### config.mk
export PLATFORM = sky130hd
export DESIGN_NAME = sc_score_arbiter
export DESIGN_NICKNAME = d
export VERILOG_FILES = /design/src/rtl/sc_score_pkg.sv /design/src/rtl/sc_score_pending_counter.sv /design/src/rtl/sc_score_arbiter.sv
export SDC_FILE = /design/constraint.sdc
export NUM_CORES = 1
export LEC_CHECK = 0
export BUFFER_PORTS_ARGS = -buffer_cell sky130_fd_sc_hd__buf_2
export CAP_MARGIN = 20
export CORE_MARGIN = 1.5
export CORE_UTILIZATION = 54
export DETAILED_ROUTE_END_ITERATION = 16
export GPL_TIMING_DRIVEN = 0
export PLACE_DENSITY = 0.79
export SYNTH_ARGS = -nofsm -noshare
export SYNTH_HDL_FRONTEND = slang
export SYNTH_SLANG_ARGS = --single-unit
### constraint.sdc
create_clock -name SC_COUNTER_SCORE_CLOCK -period 2.5 [get_ports SC_COUNTER_SCORE_CLOCK]
set_clock_uncertainty 0.15 [all_clocks]
set_input_delay 0.5 -clock SC_COUNTER_SCORE_CLOCK [delete_from_list [all_inputs] [get_ports SC_COUNTER_SCORE_CLOCK]]
set_output_delay 0.5 -clock SC_COUNTER_SCORE_CLOCK [all_outputs]
set_load 0.02 [all_outputs]
### src/rtl/sc_score_pkg.sv
// Shared types and constants for the score-update arbiter and its helpers.
package sc_score_pkg;

    typedef enum logic [1:0] {
        StIdle  = 2'd0,
        StBurst = 2'd1,
        StClear = 2'd2,
        StHalt  = 2'd3
    } arb_state_e;

    localparam logic [7:0]  ScoreEnd           = 8'd100;
    localparam int unsigned BonusPointsDefault = 5;
    localparam int unsigned HaltCyclesDefault  = 255;

endpackage

### src/rtl/sc_score_pending_counter.sv
// Saturating up/down counter holding ticks that arrived while the strobe was busy.
module sc_score_pending_counter #(
    parameter int unsigned WIDTH = 3
) (
    input  logic             clk,
    input  logic             rst_n,
    input  logic             inc,
    input  logic             dec,
    input  logic             flush,
    output logic [WIDTH-1:0] count,
    output logic             full
);

    localparam logic [WIDTH-1:0] CountMax = '1;
    localparam logic [WIDTH-1:0] CountOne = WIDTH'(1);

    assign full = (count == CountMax);

    // inc and dec together cancel; an inc at full is refused and reported by the caller.
    always_ff @(posedge clk or negedge rst_n) begin
        if (!rst_n) begin
            count <= '0;
        end else if (flush) begin
            count <= '0;
        end else if (inc && !dec && !full) begin
            count <= count + CountOne;
        end else if (dec && !inc && (count != '0)) begin
            count <= count - CountOne;
        end
    end

endmodule

### src/rtl/sc_score_arbiter.sv
// Sole driver of the score counter's COUNT/CLEARCOUNT strobes: ticks, bonus bursts, clears.
// Optional HALT auto-clear timer is enabled by defining SC_SCORE_ARB_AUTOCLEAR_EN.
module sc_score_arbiter
    import sc_score_pkg::*;
#(
    parameter int unsigned BONUS_POINTS = BonusPointsDefault,
    parameter int unsigned PEND_W       = 3,
    parameter int unsigned HALT_CYCLES  = HaltCyclesDefault
) (
    input  logic SC_COUNTER_SCORE_CLOCK,
    input  logic SC_COUNTER_SCORE_RESET_InLow,
    input  logic SC_SCORE_ARB_TICK_InLow,
    input  logic SC_SCORE_ARB_BONUS_InLow,
    input  logic SC_SCORE_ARB_CLEAR_InLow,
    input  logic SC_SCORE_ARB_ENDCOUNT_InLow,
    output logic SC_SCORE_ARB_COUNT_OutLow,
    output logic SC_SCORE_ARB_CLEARCOUNT_OutLow,
    output logic SC_SCORE_ARB_BUSY,
    output logic SC_SCORE_ARB_GAMEOVER,
    output logic SC_SCORE_ARB_DROP
);

    if (BONUS_POINTS < 1 || BONUS_POINTS > 15) begin : g_bad_bonus
        $error("BONUS_POINTS must be in 1..15");
    end
    if (PEND_W < 1) begin : g_bad_pend
        $error("PEND_W must be at least 1");
    end
    if (HALT_CYCLES < 1 || HALT_CYCLES > 255) begin : g_bad_halt
        $error("HALT_CYCLES must be in 1..255");
    end

    localparam logic [3:0] BonusLoad = 4'(BONUS_POINTS);

    logic clk;
    logic rst_n;

    arb_state_e        state;
    logic [3:0]        remaining;
    logic              bonus_flag;
    logic              count_reg;
    logic              clear_reg;
    logic              gameover;
    logic              drop;

    logic [PEND_W-1:0] pending;
    logic              pend_full;
    logic              pend_nonzero;
    logic              pend_inc;
    logic              pend_dec;
    logic              pend_flush;

    logic tick;
    logic bonus;
    logic clr;
    logic at_end;
    logic burst_last;
    logic decide;
    logic burst_mid;
    logic take_bonus;
    logic serve;
    logic halt_go;
    logic auto_clr;
    logic tick_drop;
    logic bonus_drop;

    assign clk    = SC_COUNTER_SCORE_CLOCK;
    assign rst_n  = SC_COUNTER_SCORE_RESET_InLow;
    assign tick   = ~SC_SCORE_ARB_TICK_InLow;
    assign bonus  = ~SC_SCORE_ARB_BONUS_InLow;
    assign clr    = ~SC_SCORE_ARB_CLEAR_InLow;
    assign at_end = ~SC_SCORE_ARB_ENDCOUNT_InLow;

    assign pend_nonzero = (pending != '0);
    assign burst_last   = (remaining <= 4'd1);

    // The last burst edge makes the idle decision itself so queued work follows with no gap.
    // CLEAR ignores end-of-count because the counter only drops to zero at the closing edge.
    always_comb begin
        decide    = 1'b0;
        burst_mid = 1'b0;
        halt_go   = 1'b0;
        if (!clr && !auto_clr) begin
            unique case (state)
                StIdle: begin
                    halt_go = at_end;
                    decide  = !at_end;
                end
                StBurst: begin
                    halt_go   = at_end;
                    decide    = !at_end && burst_last;
                    burst_mid = !at_end && !burst_last;
                end
                StClear: decide = 1'b1;
                StHalt:  ;
                default: ;
            endcase
        end
    end

    assign take_bonus = decide && (bonus || bonus_flag);
    assign serve      = decide && !take_bonus && (tick || pend_nonzero);
    assign pend_inc   = (decide || burst_mid) && tick;
    assign pend_dec   = serve;
    assign pend_flush = clr || auto_clr;
    assign tick_drop  = pend_inc && pend_full && !pend_dec;
    assign bonus_drop = burst_mid && bonus && bonus_flag;

    sc_score_pending_counter #(
        .WIDTH (PEND_W)
    ) u_pending (
        .clk   (clk),
        .rst_n (rst_n),
        .inc   (pend_inc),
        .dec   (pend_dec),
        .flush (pend_flush),
        .count (pending),
        .full  (pend_full)
    );

`ifdef SC_SCORE_ARB_AUTOCLEAR_EN
    logic [7:0] halt_timer;

    always_ff @(posedge clk or negedge rst_n) begin
        if (!rst_n) begin
            halt_timer <= '0;
        end else if (state == StHalt && !clr && !auto_clr) begin
            halt_timer <= halt_timer + 8'd1;
        end else begin
            halt_timer <= '0;
        end
    end

    // Fires on the edge closing the HALT_CYCLES-th cycle spent in HALT.
    assign auto_clr = (state == StHalt) && (({1'b0, halt_timer} + 9'd1) >= 9'(HALT_CYCLES));
`else
    assign auto_clr = 1'b0;
`endif

    always_ff @(posedge clk or negedge rst_n) begin
        if (!rst_n) begin
            state      <= StIdle;
            remaining  <= '0;
            bonus_flag <= 1'b0;
            count_reg  <= 1'b1;
            clear_reg  <= 1'b1;
            gameover   <= 1'b0;
            drop       <= 1'b0;
        end else begin
            count_reg <= ~(take_bonus | serve | burst_mid);
            clear_reg <= ~(clr | auto_clr);
            drop      <= tick_drop | bonus_drop;
            if (clr || auto_clr) begin
                state      <= StClear;
                bonus_flag <= 1'b0;
                gameover   <= 1'b0;
            end else if (halt_go) begin
                state    <= StHalt;
                gameover <= 1'b1;
            end else if (take_bonus) begin
                state      <= StBurst;
                remaining  <= BonusLoad;
                // A fresh bonus arriving while the flagged one is launched stays queued.
                bonus_flag <= bonus & bonus_flag;
            end else if (decide) begin
                state <= StIdle;
            end else if (burst_mid) begin
                remaining <= remaining - 4'd1;
                if (bonus) begin
                    bonus_flag <= 1'b1;
                end
            end
        end
    end

    // End-of-count gating is combinational so the counter cannot step past its end value.
    assign SC_SCORE_ARB_COUNT_OutLow      = count_reg | at_end;
    assign SC_SCORE_ARB_CLEARCOUNT_OutLow = clear_reg;
    assign SC_SCORE_ARB_BUSY              = (state != StIdle) | pend_nonzero | bonus_flag;
    assign SC_SCORE_ARB_GAMEOVER          = gameover;
    assign SC_SCORE_ARB_DROP              = drop;

endmodule

# ---- Word level (Yosys, flattened, before mapping)
# Cells that the tools add are included.
dict set report word_totals {
  regBits 14
  inputBits 6
  out_inout_bits 5
  wordCells 88
}
dict set report op_classes {
  n_addsub 3
  n_lt_le_gt_ge 1
  eq_ne 11
  muxes 24
  bitwise_logic 12
  reduce_logical 29
}
# op count
set ops {}
lappend ops {{$logic_and A1 B1 Y1} 14}
lappend ops {{$mux W1} 13}
lappend ops {{$mux W4} 3}
lappend ops {{$mux W3} 3}
lappend ops {{$mux W2} 4}
lappend ops {{$reduce_and A4 Y1} 2}
lappend ops {{$ne A3 B1 Y1 const B} 2}
lappend ops {{$ne A3 B2 Y1 const B} 2}
lappend ops {{$or A1 B1 Y1} 6}
lappend ops {{$logic_not A1 Y1} 5}
lappend ops {{$not A1 Y1} 5}
lappend ops {{$le A4 B1 Y1 const B} 1}
lappend ops {{$ne A2 B1 Y1 const B} 2}
lappend ops {{$ne A4 B1 Y1 const B} 1}
lappend ops {{$reduce_bool A2 Y1} 2}
lappend ops {{$sub A4 B1 Y4 const B} 1}
lappend ops {{$add A3 B1 Y3 const B} 1}
lappend ops {{$eq A3 B3 Y1 const B} 1}
lappend ops {{$logic_or A1 B1 Y1} 3}
lappend ops {{$pmux W1 S3} 1}
lappend ops {{$reduce_bool A3 Y1} 1}
lappend ops {{$sub A3 B1 Y3 const B} 1}
lappend ops {{$eq A2 B1 Y1 const B} 1}
lappend ops {{$eq A2 B2 Y1 const B} 1}
lappend ops {{other kinds (4)} 4}

# ---- Depth between registers and ports, before layout
dict set report logic_depth {
  ltp_word 13
  ltp_mapped 10
  ltp_nobuf 10
}

# ---- Hierarchy
# Synthesis repeated with hierarchy kept, for this count alone.
dict set report hier_totals {
  cells_unflattened 91
  hier_area_um2 874.6
}
# mod n_inst cells_per_inst area_per_inst_um2 seq_area_each_um2
set modules_own_cells {}
lappend modules_own_cells {sc_score_arbiter 1 61 613.1 277.8}
lappend modules_own_cells {sc_score_pending_counter 1 30 261.5 75.1}

# ---- Least setup slack after synthesis
# Ideal clock, no wire load.
dict set report synth_path {
  path_kind {register to register}
  start {register remaining[0]}
  end {register u_pending.count[2]}
  setup_time_ns 0.128
  t_arrival_ns 2.012
  t_required_ns 2.222
  setup_slack_ns 0.211
  stages_incl_launch_ff 11
  path_buffers 0
  period_less_slack_ns 2.289
  cell_sequence {dfrtp_1 inv_1 ha_1 nor2_2 o21ai_2 a2111oi_4 fa_1 nand4_1 nor3_1 a21o_1 a21oi_1}
}
dict set report synth_via {
  elab_chain_len 13
  elab_cells_between_ends 23
}
# element line
set synth_rtl {}
lappend synth_rtl {{start: declaration} sc_score_arbiter.sv:39} ;# logic [3:0] remaining;
lappend synth_rtl {{start signal: assignment} sc_score_arbiter.sv:162} ;# remaining <= BonusLoad;
lappend synth_rtl {{start signal: assignment} sc_score_arbiter.sv:168} ;# remaining <= remaining - 4'd1;
lappend synth_rtl {{$le A4 B1 Y1 (*)} sc_score_arbiter.sv:75} ;# assign burst_last = (remaining <= 4'd1);
lappend synth_rtl {{$logic_and A1 B1 Y1} sc_score_arbiter.sv:91} ;# decide = !at_end && burst_last;
lappend synth_rtl {{$pmux W1 S3} sc_score_arbiter.sv:84} ;# unique case (state)
lappend synth_rtl {{$mux W1} sc_score_arbiter.sv:83} ;# if (!clr && !auto_clr) begin
lappend synth_rtl {{$logic_and A1 B1 Y1} sc_score_arbiter.sv:101} ;# assign take_bonus = decide && (bonus || bonus_flag);
lappend synth_rtl {{$logic_not A1 Y1} sc_score_arbiter.sv:102} ;# assign serve = decide && !take_bonus && (tick || pend_nonzero);
lappend synth_rtl {{$logic_and A1 B1 Y1 (2 in a row)} sc_score_arbiter.sv:102}
lappend synth_rtl {{$logic_not A1 Y1} sc_score_pending_counter.sv:25} ;# end else if (inc && !dec && !full) begin
lappend synth_rtl {{$logic_and A1 B1 Y1 (2 in a row)} sc_score_pending_counter.sv:25}
lappend synth_rtl {{$mux W3} sc_score_pending_counter.sv:25}
lappend synth_rtl {{$mux W3} sc_score_pending_counter.sv:23} ;# end else if (flush) begin
lappend synth_rtl {{end signal: assignment} sc_score_pending_counter.sv:26} ;# count <= count + CountOne;
lappend synth_rtl {{end signal: assignment} sc_score_pending_counter.sv:28} ;# count <= count - CountOne;
lappend synth_rtl {{end: declaration} sc_score_pending_counter.sv:10} ;# output logic [WIDTH-1:0] count,
# Mark *: on every way between the ends. The rest lies on a longest branch, timed or not.
# A chain may end at the register's enable or synchronous reset.

# ---- Worst setup path after layout
# Same ends and word-level chain as after synthesis.

==> impl_results.md <==
* Outcome: complete, no violations
* Area of the multi-input gates at 464.2 sq um
* Leak at 0.4429 nW
* FF-to-FF setup slack at 110 ps
* Final core occ at 0.7479
* Worst r2r path cells at 10
* Stages on worst setup path at 10
* Seq pwr share at 0.417
* Pwr Density at 683.4 nW/um^2
* Layout cells sized above 1 at 0.3838
* Mapped cell area at 802.0 sq um
* DIE AREA at 1726 sq um
* Main flop type after synthesis: dfrtp_1
* Max FFs per register at 4
* Startpoint Class: flop
* Switching power at 0.2402 mW
* TritonCTS clock tree: yes
* Crit. End Element: flop
* Starting Density at 0.5941
* Yosys top cell area share at 0.3744
* WL per Instance at 14.92 microns
* Endpoints failing setup at 0
* P_int at 0.4498 mW
* Final hold vios at 0
* Rel. slew slack at 0.6174
* RSZ-0062 raised after global routing: yes
* Final ANT Viol Nets at 0
* Placed Cells at 102
* CP delay by family, top: compound AO/OA/AOI/OAI gates
* Combinational share of power at 0.397
* Largest net degree at the start of global routing at 15
* Vias in the first global route at 614
* Worst r2r dst: u_pending.count[2]
* Die width at 41.54 microns
* Syn Nets at 86
* Post-DP HPWL at 1123 microns
* Critical path type: reg -> reg
* Final GP Congestion at 0.8123
* Sw frac at 0.3481
* Reg2reg start: remaining[0]
* CP max stage delay at 430 ps
* Worst-path clk slew at 80 ps
* DRT iter0 DRCs at 12
* Hold Crit Class: in -> reg
* Drc violations at 0
* EDFF count, synth at 0
* Cell Count, Final, Fillers Out at 114
* Clock buffer count from CTS at 3
* Initial antenna violation count at 0
* Asr flop ratio synth at 1.000
* Mapped Cells at 77
* Crit path max fanout at 4
* Filler cells at 95
* Critical path endpoint: u_pending.count[2]
* Req. time, crit path at 2570 ps
* Core area at 1350 sq um
* Drt first pass iters at 4
* DRT Wirelength at 1701 microns
* Core Rows at 13
* Maximum vdd drop at 0.3586 mV
* Vias/cell at 5.833
* Vias at 665
* Largest area contributor in the netlist: dfrtp_1
* Sequential area share after synthesis at 0.4399
* Max-cap check violation count at 0
* First-pass GRT wire length at 2732 microns
* Mean Syn Cell Area at 10.42 sq um
* I/O pins at 11
* Clock insertion delay at the later pin of the skew report at 290 ps
* Most frequent cell after synthesis: dfrtp_1
* Chip height at 41.54 microns
* Yosys reg bits at 14
* Arr. time, crit path at 2460 ps
* Synth top cells by count: dfrtp_1 (12), inv_1 (6), nand2_1 (5)
* Slowest CP cell: a2111oi_4
* Sequential Area at 354.1 sq um
* Layout Area Growth over Synthesis at 25.90%
* H-Tree Depth at 1
* Worst Max-Slew Pin Slew at 572.7 ps
* GRT Residual Overflow at 0
* Clock power frac at 0.186
* Max-slew violations at 0
* Crit path launch: remaining[0]
* Minimum clock period at 2393 ps
* Global Route Usage Sum at 0.2104
* Top post-synthesis cells by area: dfrtp_1 (37%), dfstp_2 (6.6%), a2111oi_4 (3.4%)
* Antenna cell count at 0
* CP Cell Sequence: inv_2 -> ha_4 -> nor2_4 -> o21ai_4 -> a2111oi_4 -> fa_2 -> nand4_1 -> nor3_2 -> o31ai_1 -> a21oi_1
* Fin nets at 110
* Crit path buffers/inverters at 1
* FMAX at 417.8 MHz
* Clk buf depth at 2
* Tcrit/Tclk final at 0.9573
* Ys Warns at 0
* Clock sink total at 14
* Unique masters post-synth at 38
* CTS root buf: clkbuf_4
* Port-buffer cells at 10
## layout make-up
cell class | count | share of cell area
clock buffers | 3 | 0.02230
repair buffers | 19 | 0.1190
well taps | 15 | 0.01859
multi-input cells | 56 | 0.4597
plain buffers | 1 | 0.007435
flip-flops and latches | 14 | 0.3507
inverters | 6 | 0.02230
## layout by cell type, fill, tap and decap left out, types with 2 or more instances in the layout
master	n
nand2_1	5
nor3_1	3
and2_1	2
o22ai_1	2
nor2_1	4
ha_4	2
nor2b_1	2
o31ai_1	2
nand2b_1	3
inv_2	2
mux2i_1	2
a21oi_1	4
buf_2	10
clkbuf_4	3
inv_1	4
o21ai_4	2
dfrtp_1	11
buf_4	9
dfstp_2	2
o21a_1	2
## through the flow
step / power [mW] / hold WS, ps / setup TNS, ps / cell area (sq um) / worst slack, ps
4_1_cts: 0.5917 / 159.8 / 0 / 913.4 / 80.97
2_1_floorplan: 0.4144 / 54.41 / 0 / 802.0 / 210.7
6_report: 0.6900 / 163.5 / 0 / 1010 / 106.8
3_3_place_gp: 0.4512 / 258.1 / -14.32 / 870.8 / -14.32
5_1_grt: 0.7344 / 151.0 / -51.86 / 1010 / -51.86
3_5_place_dp: 0.4591 / 260.7 / -30.49 / 870.8 / -30.49
## power by group through the flow
stage                     Combinational (mW)  Clock (mW)  Sequential (mW)
after floorplan                        0.131           0            0.284
after global placement                 0.165           0            0.287
after detailed placement               0.170           0            0.289
after CTS                              0.174       0.132            0.285
after global routing                   0.302       0.141            0.291
final                                  0.274       0.128            0.288
## what timing repair did
action | in CTS | in global routing
pin swaps | 1 | 6
hold buffers | 1 | 0
resized for setup | 1 | 10
endpoints found under the hold margin | 12 | 0
setup buffers | 1 | 7
setup endpoints to repair | 1 | 2
## logic make-up after synthesis
| family | count (synthesis) | share of synthesized area |
|---|---|---|
| adder cells (fa/ha/maj) | 3 | 0.05616 |
| flip-flops | 14 | 0.4399 |
| buffers and inverters | 7 | 0.03744 |
| AO/OA/AOI/OAI | 19 | 0.2091 |
| XOR/XNOR | 2 | 0.02184 |
| AND/OR/NAND/NOR | 30 | 0.2106 |
| multiplexers | 2 | 0.02496 |
## per-layer routing
layer / up-vias / global-route usage / routed length (microns)
met5: - / 0 / 0
met4: 0 / 0.1161 / 42
met3: 5 / 0.05217 / 72
met2: 23 / 0.2938 / 764
met1: 317 / 0.2961 / 823
li1: 320 / - / -
## how the worst min path moves through the flow
stage,startpoint,endpoint,slack (ps),depth (start not counted)
after floorplan,SC_COUNTER_SCORE_RESET_InLow,SC_SCORE_ARB_DROP,50,0
after global placement,SC_COUNTER_SCORE_RESET_InLow,u_pending.count[0],260,1
after detailed placement,SC_COUNTER_SCORE_RESET_InLow,SC_SCORE_ARB_GAMEOVER,260,1
after CTS,SC_SCORE_ARB_CLEAR_InLow,SC_SCORE_ARB_CLEARCOUNT_OutLow,160,1
after global routing,SC_SCORE_ARB_CLEAR_InLow,SC_SCORE_ARB_CLEARCOUNT_OutLow,150,1
final,SC_SCORE_ARB_CLEAR_InLow,SC_SCORE_ARB_CLEARCOUNT_OutLow,160,1
Power figures use the tool's default switching activity.
